[config.mk]
export PLATFORM = sky130hd
export DESIGN_NAME = div_restore_core
export DESIGN_NICKNAME = d
export VERILOG_FILES = /design/src/rtl/div_restore_core.sv
export SDC_FILE = /design/constraint.sdc
export NUM_CORES = 1
export LEC_CHECK = 0
export CORE_MARGIN = 2
export CORE_UTILIZATION = 40
export DETAILED_ROUTE_END_ITERATION = 8
export PLACE_DENSITY_LB_ADDON = 0.2
export SYNTH_ARGS = -nofsm -noshare
export SYNTH_HDL_FRONTEND = slang
export SYNTH_SLANG_ARGS = --single-unit
[constraint.sdc]
create_clock -name clk -period 4.57 [get_ports clk]
set_clock_uncertainty 0.15 [all_clocks]
set_input_delay 0.6855 -clock clk [delete_from_list [all_inputs] [get_ports clk]]
set_output_delay 0.6855 -clock clk [all_outputs]
set_load 0.01 [all_outputs]
[src/rtl/div_restore_core.sv]
`default_nettype none
// ============================================================================
// Module      : div_restore_core
// Description : Sequential unsigned restoring divider. One quotient bit is
//               resolved per cycle.
// Revision    : 1.0 - initial release
// ============================================================================
module div_restore_core #(
    parameter int WIDTH = 8
) (
    input  logic             clk,
    input  logic             rst_n,
    input  logic             start,
    input  logic [WIDTH-1:0] dividend,
    input  logic [WIDTH-1:0] divisor,
    output logic             busy,
    output logic             done,
    output logic [WIDTH-1:0] quotient,
    output logic [WIDTH-1:0] remainder,
    output logic             div_by_zero
);

    localparam int                 CNT_W      = $clog2(WIDTH + 1);
    localparam logic [CNT_W-1:0]   c_CNT_INIT = CNT_W'(WIDTH);
    localparam logic [CNT_W-1:0]   c_CNT_LAST = CNT_W'(1);

    typedef enum logic [1:0] {
        S_IDLE = 2'd0,
        S_RUN  = 2'd1,
        S_DONE = 2'd2
    } state_t;

    state_t           r_state;
    state_t           w_state_next;

    // The MSB of the (WIDTH+1)-bit partial remainder and of M is always 0
    // between iterations, so only the low WIDTH bits are stored.
    logic [WIDTH-1:0] r_a;
    logic [WIDTH-1:0] r_q;
    logic [WIDTH-1:0] r_m;
    logic [CNT_W-1:0] r_cnt;
    logic             r_dbz;

    logic [WIDTH:0]   w_a_shift;
    logic [WIDTH:0]   w_diff;
    logic             w_sel;
    logic [WIDTH-1:0] w_a_next;
    logic [WIDTH-1:0] w_q_next;
    logic             w_load;
    logic             w_iter;

    // Shift, trial subtract, and the restore mux.
    assign w_a_shift = {r_a, r_q[WIDTH-1]};
    assign w_diff    = w_a_shift - {1'b0, r_m};
    assign w_sel     = ~w_diff[WIDTH];
    assign w_a_next  = w_sel ? w_diff[WIDTH-1:0] : w_a_shift[WIDTH-1:0];
    assign w_q_next  = {r_q[WIDTH-2:0], w_sel};

    assign w_load = (r_state == S_IDLE) && start;
    assign w_iter = (r_state == S_RUN);

    always_comb begin
        w_state_next = r_state;
        case (r_state)
            S_IDLE: if (start) w_state_next = S_RUN;
            S_RUN:  if (r_cnt == c_CNT_LAST) w_state_next = S_DONE;
            S_DONE: w_state_next = S_IDLE;
            default: w_state_next = S_IDLE;
        endcase
    end

    always_ff @(posedge clk or negedge rst_n) begin
        if (!rst_n) begin
            r_state <= S_IDLE;
        end else begin
            r_state <= w_state_next;
        end
    end

    always_ff @(posedge clk or negedge rst_n) begin
        if (!rst_n) begin
            r_a   <= '0;
            r_q   <= '0;
            r_m   <= '0;
            r_cnt <= '0;
            r_dbz <= 1'b0;
        end else if (w_load) begin
            r_a   <= '0;
            r_q   <= dividend;
            r_m   <= divisor;
            r_cnt <= c_CNT_INIT;
            r_dbz <= (divisor == '0);
        end else if (w_iter) begin
            r_a   <= w_a_next;
            r_q   <= w_q_next;
            r_cnt <= r_cnt - c_CNT_LAST;
        end
    end

    assign busy        = (r_state == S_RUN);
    assign done        = (r_state == S_DONE);
    assign quotient    = r_q;
    assign remainder   = r_a;
    assign div_by_zero = r_dbz;

endmodule
`default_nettype wire
==> flow_metrics.tcl <==
set metrics [dict create \
    status "finished, final reports clean" \
    worstSkewPairLatency_ns 0.29 \
    ant_nets 0 \
    wl_per_cell_um 13.4 \
    fin_tns_setup_ns 0 \
    start_kind "flip-flop" \
    die_w_um 70.4 \
    setup.worst_path.start "r_state[1]" \
    synth-compound-area-share 0.210 \
    required_ns 3.73 \
    yosysWarnings 0 \
    synthSimpleGateAreaFrac 0.162 \
    gp_congestion 0.760 \
    multi_input_area_um2 900 \
    grt_max_degree 32 \
    seq_area_frac_synth 0.440 \
    cts_buffers 5 \
    synthAdderAreaFrac 0.0823 \
    path_clk_slew_ns 0.07 \
    min_from "div_by_zero" \
    whs_ns 0.330 \
    setup_viol 0 \
    syn-cell-area_mm2 0.00176 \
    slew_violations 0 \
    worst_pin_slew_ns 0.856 \
    arrival_ns 2.32 \
    power_density_mw_per_mm2 821 \
    cts_tree "done" \
    grt_overflow 0 \
    hpwl_mm 2.77 \
    via_per_inst 5.24 \
    design.core.area_mm2 0.00429 \
    grt_use_total 0.166 \
    initial_core_util 0.411 \
    rsz0062_at_grt "no" \
    postCtsResizedCells 0 \
    n_antenna_cell 0 \
    postCtsSetupBuffers 0 \
    synth_seq_cells 31 \
    first_global_vias 1403 \
    area_growth_pct 29.8 \
    r2r-end "remainder[2]" \
    pre_cts_slack_ns 1.63 \
    fillCellCount 417 \
    syn-num-nets 217 \
    routed_wl_mm 3.74 \
    die_h_um 70.4 \
    synth_xor_area_frac 0.0504 \
    synth.area.mux_share 0.00568 \
    final.period_utilization 0.691 \
    synth_cells 187 \
    hold_class "flip-flop to flip-flop" \
    register_area_um2 776 \
    holdPathEnd "div_by_zero" \
    drive_above_1_share 0.0575 \
    io_buffer_count 37 \
    yosysUniqueCellTypes 35 \
    num_vias 1457 \
    die_area_mm2 0.00495 \
    slew_headroom 0.428 \
    clock-sinks 31 \
    crit_type "flip-flop to output port" \
    async_flop_share 1.00 \
    cts_buffer_depth 2 \
    nets 255 \
    layout_setup_ws_ns 1.41 \
    ioPinCount 38 \
    fin_util 0.533 \
    root_buffer "clkbuf_8" \
    post-route-drc-count 0 \
    cts_max_level 2 \
    hold_viol_final 0 \
    grt_pass1_wl_mm 6.44 \
    synth_top_family_by_area "compound AO/OA/AOI/OAI gates" \
    peakVddDrop_v 0.000319 \
    r2r_cells 9 \
    p_leak_uw 0.000969 \
    layout_min_cycle_time_ns 3.16 \
    rr_startpoint "quotient[7]" \
    reg2reg_slack_ns 2.06 \
    cap_violations 0 \
    antenna_found_initial 0 \
    rows 24 \
    syn_area_per_cell_um2 9.43 \
    cts-hold-fix-buffers 0 \
    cp_max_fo 16 \
    hold_depth 2 \
    initialDrtViolationCount 98 \
    synth_edf_count 0 \
    synth-main-ff-cell "dfrtp_1" \
    fmax_mhz 317 \
    drt_pre_antenna_iters 4 \
    crit_path_end_kind "output port" \
]
-- layout make-up --
cell class / count / area share
multi-input combinational: 136 / 0.393
sequential: 31 / 0.339
timing repair buffer: 39 / 0.168
clock buffer: 6 / 0.0361
tap: 52 / 0.0284
inverter: 12 / 0.0197
clock inverter: 2 / 0.0153
-- cells in the mapped netlist (all sizes together) (5+ instances only) --
| cell type | number | share of area |
|---|---|---|
| a21oi | 10 | 0.028 |
| a22oi | 7 | 0.030 |
| buf | 5 | 0.018 |
| dfrtp | 31 | 0.44 |
| ha | 10 | 0.071 |
| inv | 12 | 0.026 |
| nand2 | 26 | 0.055 |
| nand3 | 7 | 0.020 |
| nor2b | 12 | 0.043 |
| o21ai | 23 | 0.067 |
| o311ai | 6 | 0.030 |
| xnor2 | 6 | 0.040 |
-- worst max path at each step --
| stage | endpoint | slack (ns) | cells past startpoint |
|---|---|---|---|
| 2_1_floorplan | remainder[7] | 2.21 | 10 |
| 3_3_place_gp | r_m[6] | 1.66 | 5 |
| 4_1_cts | busy | 1.39 | 3 |
| 3_5_place_dp | r_m[5] | 1.63 | 5 |
| 5_1_grt | busy | 1.26 | 3 |
| 6_report | busy | 1.41 | 3 |
-- layer usage --
layer | GRT usage | routed length, um | vias up | share of wire
li1 | - | - | 735 | -
met4 | 0.0641 | 66 | 0 | 0.018
met2 | 0.270 | 1710 | 38 | 0.46
met1 | 0.207 | 1740 | 677 | 0.47
met3 | 0.0476 | 222 | 7 | 0.059
met5 | 0 | 0 | - | 0
-- where the power goes --
group	internal (uW)	switching [uW]
Sequential	410	122
Clock	176	105
Combinational	522	544
Total	1110	771
-- critical path, cell delays in order, from the launching register on --
cell	delay (ns)
dfrtp_1	0.50
nand2b_1	0.43
inv_1	0.47
clkdlybuf4s50_1	0.62
-- placed cells by master (no fill, tap or decap), types with 3 or more instances in the layout --
cell / netlist / final
a21oi_1: 10 / 10
a22oi_1: 7 / 7
dfrtp_1: 31 / 31
nand3_1: 7 / 7
ha_1: 10 / 10
clkdlybuf4s50_1: 0 / 37
nand2b_1: 4 / 4
o311ai_1: 6 / 6
clkbuf_8: 0 / 6
xnor2_1: 5 / 5
nor2_1: 4 / 4
o21ai_0: 21 / 21
nor4_1: 3 / 3
nor2b_1: 12 / 12
nand2_1: 26 / 26
inv_1: 12 / 12
-- flip-flops by register name, summed over array words and instances (netlist names) --
signal	flops
div_by_zero	1
quotient	8
r_cnt	4
r_m	8
r_state	2
remainder	8
-- logic make-up after synthesis --
family / after synthesis
AOI/OAI and AO/OA: 57
xor gates and xnor gates: 8
adders and majority gates: 11
buffers and inverters: 20
DFF: 31
muxes: 1
and+or+nand+nor: 59
-- per-stage QoR --
stage / std cells / instance area, um^2 / power [uW]
3_5_place_dp: 270 / 2170 / 1620
4_1_cts: 278 / 2290 / 1900
2_1_floorplan: 187 / 1760 / 1330
5_1_grt: 278 / 2290 / 2060
3_3_place_gp: 270 / 2170 / 1600
6_report: 278 / 2290 / 1880
Power figures use the tool's default switching activity.
